File: src/rtl/vga_sync_gen.sv
// rtl/vga_sync_gen.sv - 640x480@60Hz raster timing generator with pixel-rate prescaler
// Optional frame_tick output enabled by VGA_FRAME_TICK_EN.
module vga_sync_gen #(
    parameter int CLK_DIV   = 4,
    parameter int H_DISPLAY = 640,
    parameter int H_FP      = 16,
    parameter int H_SYNC    = 96,
    parameter int H_BP      = 48,
    parameter int V_DISPLAY = 480,
    parameter int V_FP      = 10,
    parameter int V_SYNC    = 2,
    parameter int V_BP      = 33
) (
    input  logic       clk,
    input  logic       reset,
    output logic       p_tick,
    output logic [9:0] pixel_x,
    output logic [9:0] pixel_y,
    output logic       video_on,
    output logic       hsync,
    output logic       vsync
`ifdef VGA_FRAME_TICK_EN
    ,
    output logic       frame_tick
`endif
);

    localparam int H_TOTAL = H_DISPLAY + H_FP + H_SYNC + H_BP;
    localparam int V_TOTAL = V_DISPLAY + V_FP + V_SYNC + V_BP;
    localparam int DIV_W   = (CLK_DIV > 1) ? $clog2(CLK_DIV) : 1;

    localparam logic [DIV_W-1:0] DIV_LAST = DIV_W'(CLK_DIV - 1);
    localparam logic [9:0] H_LAST   = 10'(H_TOTAL - 1);
    localparam logic [9:0] V_LAST   = 10'(V_TOTAL - 1);
    localparam logic [9:0] H_DISP   = 10'(H_DISPLAY);
    localparam logic [9:0] V_DISP   = 10'(V_DISPLAY);
    localparam logic [9:0] HS_FIRST = 10'(H_DISPLAY + H_FP);
    localparam logic [9:0] HS_LAST  = 10'(H_DISPLAY + H_FP + H_SYNC - 1);
    localparam logic [9:0] VS_FIRST = 10'(V_DISPLAY + V_FP);
    localparam logic [9:0] VS_LAST  = 10'(V_DISPLAY + V_FP + V_SYNC - 1);

    if (H_TOTAL > 1024 || V_TOTAL > 1024 || CLK_DIV < 1) begin : g_param_check
        $error("vga_sync_gen: totals must fit 10-bit counters and CLK_DIV must be >= 1");
    end

    logic [DIV_W-1:0] div_cnt;
    logic [9:0]       h_count;
    logic [9:0]       v_count;
    logic [9:0]       h_next;
    logic [9:0]       v_next;

    // With CLK_DIV=1 DIV_LAST is 0, so div_cnt stays 0 and p_tick is constantly 1.
    always_ff @(posedge clk) begin
        if (reset) begin
            div_cnt <= '0;
        end else if (div_cnt == DIV_LAST) begin
            div_cnt <= '0;
        end else begin
            div_cnt <= div_cnt + DIV_W'(1);
        end
    end

    assign p_tick = (div_cnt == DIV_LAST);

    always_comb begin
        h_next = h_count + 10'd1;
        v_next = v_count;
        if (h_count == H_LAST) begin
            h_next = '0;
            v_next = (v_count == V_LAST) ? 10'd0 : v_count + 10'd1;
        end
    end

    // Syncs load the decode of the upcoming position so they line up with pixel_x/pixel_y.
    always_ff @(posedge clk) begin
        if (reset) begin
            h_count <= '0;
            v_count <= '0;
            hsync   <= 1'b1;
            vsync   <= 1'b1;
        end else if (p_tick) begin
            h_count <= h_next;
            v_count <= v_next;
            hsync   <= !((h_next >= HS_FIRST) && (h_next <= HS_LAST));
            vsync   <= !((v_next >= VS_FIRST) && (v_next <= VS_LAST));
        end
    end

    assign pixel_x  = h_count;
    assign pixel_y  = v_count;
    assign video_on = (h_count < H_DISP) && (v_count < V_DISP);

`ifdef VGA_FRAME_TICK_EN
    assign frame_tick = p_tick && (h_count == H_LAST) && (v_count == V_LAST);
`endif

endmodule

File: config.mk
export PLATFORM = sky130hd
export DESIGN_NAME = vga_sync_gen
export DESIGN_NICKNAME = d
export VERILOG_FILES = /design/src/rtl/vga_sync_gen.sv
export SDC_FILE = /design/constraint.sdc
export NUM_CORES = 1
export LEC_CHECK = 0
export CAP_MARGIN = 20
export CELL_PAD_IN_SITES_DETAIL_PLACEMENT = 2
export CELL_PAD_IN_SITES_GLOBAL_PLACEMENT = 2
export CORE_ASPECT_RATIO = 0.9
export CORE_MARGIN = 2
export CORE_UTILIZATION = 33
export CTS_BUF_LIST = sky130_fd_sc_hd__clkbuf_16
export CTS_CLUSTER_SIZE = 25
export DETAILED_ROUTE_END_ITERATION = 6
export PLACE_DENSITY_LB_ADDON = 0.15
export SLEW_MARGIN = 5
export SYNTH_ARGS = -nofsm -noshare
export SYNTH_HDL_FRONTEND = slang
export SYNTH_SLANG_ARGS = --single-unit
export TNS_END_PERCENT = 20
File: constraint.sdc
create_clock -name clk -period 5.5 [get_ports clk]
set_input_delay 1.65 -clock clk [delete_from_list [all_inputs] [get_ports clk]]
set_output_delay 1.65 -clock clk [all_outputs]
set_load 0.005 [all_outputs]
## Word-level counts from Yosys, hierarchy flattened

Index checks and enable logic that the tools add are counted.

| operators by class | value |
|---|---|
| $lt $le $gt $ge | 6 |
| equal/unequal tests | 3 |
| reduce and logical (&&, ||, !) cells | 6 |
| mux-type cells | 3 |
| add/subtract/negate cells | 3 |

Operator list:

| operator | number |
|---|---|
| 10-bit 2-to-1 mux | 3 |
| 10-bit by 1-bit adder with 10-bit output, second input constant | 2 |
| 10-bit == test, second input constant | 2 |
| 10-bit greater-or-equal comparator, second input constant | 1 |
| 10-bit by 9-bit greater-or-equal comparator with 1-bit output, second input constant | 1 |
| 10-bit <= comparator, second input constant | 1 |
| 10-bit by 9-bit <= comparator with 1-bit output, second input constant | 1 |
| 10-bit less-than comparator, second input constant | 1 |
| 10-bit by 9-bit less-than comparator with 1-bit output, second input constant | 1 |
| 1-bit logical AND | 3 |
| 2-bit by 1-bit adder with 2-bit output, second input constant | 1 |
| 2-bit == test, second input constant | 1 |
| 1-bit logical NOT | 2 |
| 2-bit OR reduction | 1 |

| word-level totals | value |
|---|---|
| bits of input ports | 2 |
| output and inout port bits | 24 |
| flip-flop bits (word level) | 24 |
| logic and storage cells | 26 |

## Logic depth before layout (Yosys ltp)

Gate-level depths: netlist of the first run.

| depth | value |
|---|---|
| depth after elaboration | 6 |
| gate-level depth with buffers | 10 |
| gate-level depth less buffers | 8 |

## Least setup slack after synthesis of the first run

No wires, ideal clock.

| path | value |
|---|---|
| path kind | input port to flip-flop |
| from | input reset |
| to | register vsync |
| setup time | 0.129 ns |
| arrival time | 2.517 ns |
| data required time | 5.371 ns |
| stages | 4 |
| buffers on the path | 1 |
| slack | 2.854 ns |
| path through | clkdlybuf4s18_2 -> or2b_2 -> nor4_1 -> a31oi_1 |

RTL lines:

| what | RTL line | text |
|---|---|---|
| from (decl) | 15 | `input logic reset,` |
| to (signal assigned) | 85 | `vsync <= !((v_next >= VS_FIRST) && (v_next <= VS_LAST));` |
| to (decl) | 21 | `output logic vsync` |

## Worst setup path after layout of the first run

| path | value |
|---|---|
| from | register div_cnt[0] |
| to | output p_tick |

| on the way | value |
|---|---|
| longest elaborated chain between the ends | 1 |

Ends and longest elaborated chain:

| what | RTL line | text |
|---|---|---|
| from (decl) | 46 | `logic [DIV_W-1:0] div_cnt;` |
| from (signal assigned) | 59 | `div_cnt <= div_cnt + DIV_W'(1);` |
| 2-bit == test | 63 | `assign p_tick = (div_cnt == DIV_LAST);` |
| to (decl) | 16 | `output logic p_tick,` |

No other way between the ends.

==> flow_results.org, run 1 <==
** Run status
- The run finished with clean final reports.

** Floorplan
- Num ports :: 26
- Core ar. :: 0.004432 mm^2
- Die Footprint :: 0.005134 mm^2
- The initial utilization of the core area, before any placement, comes to 34.08%.
- The die is 68.18 um tall.
- The floorplan has 23 rows.
- From left edge to right edge, the die measures 75.31 um.

** Power
- The clock network is responsible for 51.6% of the overall power.
- Net switching is 19.01% of the power.
- Total power per unit cell area :: 216.8 mW/mm^2
- Seq pwr share :: 44.2%
- Across the VDD grid, the largest voltage drop is 0.1399 mV.
- Combinational cells account for 4.2% of the total power.
- Summed over all cells, the static leakage comes to 0.6190 nW.
- For this design the total switching power over the nets is 0.07705 mW.
- Int Pwr :: 0.3282 mW

** Final layout
- The library cell used most frequently in the layout, excluding fill and tap cells, is nor2_1.
- Antenna diode count :: 0
- The multi-input combinational cells in the finished layout cover a total of 937.1 um^2.
- Synth-to-layout area growth :: 23.78%
- Layout cell share with drive strength beyond 1 :: 6.250%
- Leading cell types in the layout, fill and taps excluded :: nor2_1 (28), clkdlybuf4s50_1 (25), dfxtp_1 (24)
- Registers take 480.5 um^2.
- The net count of the finished layout is 216.
- Filler Cells Inserted :: 522

** Synth
- Most used flip-flop cell after synthesis :: dfxtp_1
- The number of different library cells used by synthesis comes to 47.
- During synthesis, Yosys emitted a total of 0 warnings.
- Fraction of synthesized cell area taken by the top area cell type :: 31.81%
- Number of synthesized flops with an enable pin :: 0
- Async set-or-reset flop fraction in the synthesized netlist :: 0%
- Main area contributors after synthesis :: dfxtp_1 (32%), nor2_1 (7.0%), a21oi_1 (4.6%)
- The largest total area in the synthesized netlist belongs to dfxtp_1.
- The mapped netlist covers 0.001510 mm^2.
- Seq/Total Area, Yosys :: 31.81%
- In this run the mean area of a mapped cell was 7.907 um^2.
- The synthesized design contains 24 register bits.
- Mapped Nets :: 198
- Synth Instances :: 191

** Placement
- Count of input and output buffers :: 25
- Weighted congestion reported at the end of routability-driven placement :: 0.7485
- The HPWL after detailed placement is 3260 um.

** Run
- Reported max-cap violation count :: 0

** Drt
- Average detailed-routed wire length per instance :: 17.23 um
- Number of DRC markers after the initial detailed-route iteration :: 54
- Via total after detailed routing :: 1483
- Number of iterations in the first detailed-routing pass :: 4
- DR DRC count :: 0
- The final layout contains routed wiring with a total length of 4653 um.
- Post-route ant nets :: 0
- Using the TritonRoute via totals, the vias-per-cell ratio works out to 5.493.

** STA
- Setup repair after global routing left no endpoint under its margin.
- Headroom to the max-slew limit came out at 35.72%.
- Final clock skew :: 0.002860 ns
- Static timing analysis puts the maximum clock frequency at 0.2724 GHz.
- Max-slew violation count :: 0
- At the pin with the least slew margin, the transition time is 0.9612 ns.
- Post-route fraction of the period consumed by the critical path :: 66.74%
- Setup TNS :: 0 ns
- Setup Viol. Count Final :: 0
- Final critical-path required period :: 3.671 ns
- The final count of hold timing violations is 0.
- Worst hold margin :: 0.4288 ns

** Clocking
- After clock tree synthesis, the clock-pin slew on the worst setup and hold paths is 0.06 ns.
- Latest clock arrival within the worst-skew pair :: 0.26 ns
- Root buffer selected by CTS :: clkbuf_16
- Clock tree from TritonCTS :: done
- Gates resized during post-CTS repair numbered 0.
- Number of hold buffers added after CTS :: 0
- Clock H-tree levels :: 1
- Clock tree synthesis inserted a total of 3 buffers.
- The tree built by TritonCTS fans out to 24 sinks.
- Count of buffers added by post-CTS timing repair for setup :: 0
- No sink is reached through more buffers than the 2 on the longest clock path.

** Worst setup path
- For this run, the slowest stage of the critical path takes 0.77 ns.
- Buffers and inverters on the worst path :: 1
- The worst setup path is captured at an output pin.
- The signal on the critical path passes through ha_1 -> clkdlybuf4s50_1.
- STA puts the critical path data arrival time at 2.02 ns.
- STA classifies the critical path startpoint as a register.
- CP Class :: reg -> out
- The kind of cell with the highest combined delay along the critical path is adder cells.
- Req. time, crit path :: 3.85 ns
- On the critical path, the stage with the largest delay is an instance of ha_1.
- Highest net fanout along the worst path :: 23

** Global routing
- Antenna violations before repair :: 0
- Global routing used 20.11% of the available tracks.
- Global routing finished with a remaining overflow of 0.
- The first global-routing pass estimated 7872 um of wire.
- The via count of the first global-routing pass is 1548.
- Entering global routing, the biggest net connects 26 pins.

** Hold path
- The min-delay analysis places its worst path in the category reg -> reg.
-- synth_stat cells, drive strengths merged (6+ instances only) --
master and instances:
a21oi 14, and3 7, buf 7, dfxtp 24
nand2 16, nand3 6, nor2 28, nor3 12
o21ai 7, xor2 7
-- logic make-up after synthesis --
logic type                 share of synthesized area [%]
buffers and inverters                              6.130
DFF                                                31.81
xor gates and xnor gates                           6.379
muxes                                             0.6628
adders and majority gates                          4.143
and+or+nand+nor                                    35.79
AOI/OAI and AO/OA                                  15.08
-- path summary, 6_finish.rpt --
| kind | startpoint | endpoint | slack [ns] | depth (start not counted) |
|---|---|---|---|---|
| max | div_cnt[0]$_SDFF_PP0_ | p_tick | 1.83 | 2 |
| min | div_cnt[0]$_SDFF_PP0_ | div_cnt[0]$_SDFF_PP0_ | 0.43 | 1 |
| max reg2reg | pixel_x[0]$_SDFFE_PP0P_ | pixel_y[6]$_SDFFE_PP0P_ | 2.75 | 6 |
| min reg2reg | div_cnt[0]$_SDFF_PP0_ | div_cnt[0]$_SDFF_PP0_ | 0.43 | 1 |
-- final cells by class --
type | instances | share of cell area, %
sequential | 24 | 25.70
clock inverter | 1 | 1.606
timing repair buffer | 25 | 13.39
multi-input combinational | 150 | 50.13
inverter | 5 | 1.004
clock buffer | 3 | 4.016
tap | 62 | 4.150
-- worst register-to-register path, delay by kind of cell, from the launching register on --
kind	cells	cell delay [ns]
compound gates	1	0.15
simple gates	4	1.78
flops	1	0.46
fa+ha+maj	1	0.27
-- power groups by stage --
| stage | clock network [mW] | registers [mW] | logic, mW |
|---|---|---|---|
| global placement | 0 | 0.183 | 0.0164 |
| floorplan | 0 | 0.183 | 0.0119 |
| detailed placement | 0 | 0.183 | 0.0175 |
| CTS | 0.216 | 0.179 | 0.0178 |
| finish | 0.209 | 0.179 | 0.0171 |
| global route | 0.222 | 0.180 | 0.0195 |
-- per-stage QoR --
stage	cells	util (%)	instance area (um^2)	total power, mW	worst slack, ns
2_1_floorplan	191	-	1510	0.1946	2.854
3_3_place_gp	266	39.81	1764	0.1992	1.906
3_5_place_dp	266	39.81	1764	0.2007	1.845
4_1_cts	270	42.18	1869	0.4127	1.789
5_1_grt	270	42.18	1869	0.4214	1.690
6_report	270	42.18	1869	0.4053	1.829
-- metal layers --
layer / part of all wire, % / GRT usage [%]
met3: 2.4 / 3.682
met4: 0.54 / 3.070
met1: 48 / 27.66
met2: 49 / 33.48
met5: 0 / 0
-- state kept, by name (all words and copies together) (netlist names) --
register  flops
hsync         1
pixel_y      10
div_cnt       2
vsync         1
pixel_x      10
Note: power is estimated with default switching activity, not from simulation.
==> inputs of run 2 (changes only) <==
CORE_UTILIZATION = 30   (was 33)
clock period = 3.67 ns   (was 5.5 ns; I/O delays follow)
==> flow_results.org, run 2 (synthesis gave the netlist of run 1 again) <==
** STA
- Final clock skew :: 0.008214 ns (+0.005354 ns)
- The sum of negative setup slack is 0 ns (unchanged).
- The final count of hold timing violations came to 0 (unchanged).
- Timing would allow up to 0.3407 GHz.
- Max-slew violation count :: 0 (unchanged)
- The normalized max-slew margin came to 55.34% (+20 points).
- The worst hold slack after final layout came to 0.4319 ns (+0.003152 ns).
- Post-route fraction of the period consumed by the critical path :: 79.97%
- The slew at the pin closest to its max-slew limit came to 0.6699 ns (-0.2913 ns).
- The final-report setup violation count came to 0 (unchanged).
- Final critical-path required period :: 2.935 ns
- Setup repair after global routing missed its margin :: no

** Power
- The peak supply drop came to 0.3028 mV (+120%).
- The total power density per cell area is 287.4 mW/mm^2 (+33%).
- Leak Pwr :: 0.6150 nW (-0.64%)

** Worst setup path
- Req. time, crit path :: 2.57 ns (-1.28 ns)
- Reg-to-reg critical path startpoint :: pixel_x[0]$_SDFFE_PP0P_
- The data arrival time of the critical path was 1.83 ns (-0.19 ns).
- The endpoint identified for the worst register-to-register timing path is pixel_y[6]$_SDFFE_PP0P_.
- CP Class :: reg -> out
- The peak per-stage delay on the critical path came to 0.54 ns (-0.23 ns).
- Cell at the slowest stage of the critical path :: clkdlybuf4s50_1
- Traced cell by cell, the critical path runs through and2_1 -> and3_2 -> nor3_1 -> clkdlybuf4s50_1.
- Endpoint type of the worst setup path :: output pin
- Highest net fanout along the worst path :: 6 (-74%)
- The minimum setup slack among reg-to-reg paths is 1.00 ns (-1.75 ns).
- The depth of the worst register-to-register path is 6 (unchanged).
- Launching element type of the critical path :: register

** Run
- Reported max-cap violation count :: 0 (unchanged)

** Global routing
- The initial antenna violation count was 0 (unchanged).
- The combined global-route utilization of all metal layers was 18.33% (-1.8 points).
- Remaining global-route overflow :: 0 (unchanged)
- The wire length of the first global-routing pass is 8059 um (+2.4%).
- Via count of the first global-routing pass :: 1533 (-0.97%)
- Largest net degree at the start of global routing :: 25 (-3.8%)

** Final layout
- Most common cell after layout, fill and taps aside :: nor2_1
- The share of layout cells above drive strength 1 is 6.699% (+0.45 points).
- Antenna diode count :: 0 (unchanged)
- Count of nets after finishing :: 218 (+0.93%)
- Synth-to-layout area growth :: 23.03%
- The filler cell count in the final layout came to 571 (+9.4%).
- Finished layout cell area :: 0.001858 mm^2 (-0.60%)
- Leading cell types in the layout, fill and taps excluded :: nor2_1 (28), clkdlybuf4s50_1 (25), dfxtp_1 (24)

** Drt
- The vias per cell came to 5.299 (-3.5%).
- The number of remaining DRC errors is 0 (unchanged).
- The post-route antenna net violation count is 0 (unchanged).
- The average detailed-routed wire length per instance is 17.52 um (+1.7%).
- The total via count in the routed design is 1452 (-2.1%).
- Total wire length after detailed routing :: 4800 um (+3.2%)
- Number of iterations in the first detailed-routing pass :: 4 (unchanged)
- The initial DRC count was 53 (-1.9%).

** Placement
- The count of buffers from port buffering is 25 (unchanged).
- Weighted congestion reported at the end of routability-driven placement :: 0.8150 (+8.9%)
- Post-DP Area :: 0.001783 mm^2 (+1.1%)
- Half-perimeter wire length of the detailed placement result :: 3399 um (+4.2%)

** Hold path
- Destination of the worst hold path :: div_cnt[0]$_SDFF_PP0_
- Hold depth :: 1 (unchanged)
- The worst hold path belongs to the class reg -> reg.
- Launch point of the worst hold path :: div_cnt[0]$_SDFF_PP0_

** Floorplan
- Num ports :: 26 (unchanged)
- Die Footprint :: 0.005619 mm^2 (+9.4%)
- Width of the die :: 78.79 um (+4.6%)
- The die outline height is 71.31 um (+4.6%).
- The number of placement rows came to 24 (+4.3%).
- Core ar. :: 0.004835 mm^2 (+9.1%)
- Starting utilization of the core area :: 31.24% (-2.8 points)

** Clocking
- Clock Sink Count :: 24 (unchanged)
- Clock H-tree levels :: 1 (unchanged)
- The later-pin clock latency in the skew report is 0.26 ns (about the same).
- Number of gates given a new drive strength after cts :: 0 (unchanged)
- Count of buffers added by post-CTS timing repair for setup :: 0 (unchanged)
- The total of hold buffers inserted after clock tree synthesis was 0 (unchanged).
- Clock buffer depth :: 2 (unchanged)
- CTS placed an instance of clkbuf_16 at the clock tree root.
- The number of CTS-inserted buffers is 3 (unchanged).
- Clock edge transition at the registers on the reported setup and hold paths :: 0.06 ns (about the same)
- TritonCTS built the clock tree.

** Run status
- The run finished with clean final reports.
==> run 2: cell types whose count changed in the layout (fill, tap and decap cells not counted) <==
cell / change
bufinv_16: -1
buf_4: +2
==> run 2: power breakdown <==
| part | internal, mW | switching, mW |
|---|---|---|
| logic | 0.0114 | 0.0161 |
| registers | 0.265 | 0.00371 |
| clock network | 0.144 | 0.0937 |
==> run 2: metrics by stage <==
| stage | total power [mW] | setup slack [ns] | cells | utilization [%] |
|---|---|---|---|---|
| 6_report | 0.5341 | 0.7352 | 274 | 38.43 |
| 4_1_cts | 0.5487 | 0.7159 | 274 | 38.43 |
| 3_3_place_gp | 0.3006 | 1.037 | 271 | 36.88 |
| 5_1_grt | 0.5550 | 0.6360 | 274 | 38.43 |
| 2_1_floorplan | 0.2917 | 1.573 | 191 | - |
| 3_5_place_dp | 0.3022 | 1.010 | 271 | 36.88 |
==> run 2: cell type report <==
type	count	area, um^2	area share (%)
multi-input combinational	150	937.1	50.44
sequential	24	480.5	25.86
timing repair buffer	27	265.3	14.28
tap	65	81.33	4.377
clock buffer	3	75.07	4.040
inverter	5	18.77	1.010
==> run 2: worst max-delay path by stage <==
stage | end | start | slack, ns | depth (start not counted)
2_1_floorplan | vsync$_SDFFE_PP1P_ | reset | 1.57 | 4
6_report | video_on | pixel_y[6]$_SDFFE_PP0P_ | 0.74 | 4
3_3_place_gp | video_on | pixel_y[6]$_SDFFE_PP0P_ | 1.04 | 4
5_1_grt | video_on | pixel_y[6]$_SDFFE_PP0P_ | 0.64 | 4
4_1_cts | video_on | pixel_y[6]$_SDFFE_PP0P_ | 0.72 | 4
3_5_place_dp | pixel_y[6]$_SDFFE_PP0P_ | pixel_x[1]$_SDFFE_PP0P_ | 1.01 | 6
==> run 2: routing by layer <==
metal / vias up / part of all wire [%] / GRT usage [%]
li1: 716 / - / -
met1: 715 / 49 / 25.64
met2: 17 / 48 / 30.01
met3: 4 / 2.1 / 3.149
met4: 0 / 0.83 / 3.509
met5: - / 0 / 0
==> run 2: worst max-delay path, delay by kind of cell, from the launching register on <==
family / cells / cell delay, ns
buf+inv: 1 / 0.54
flops: 1 / 0.38
simple gates: 3 / 0.67
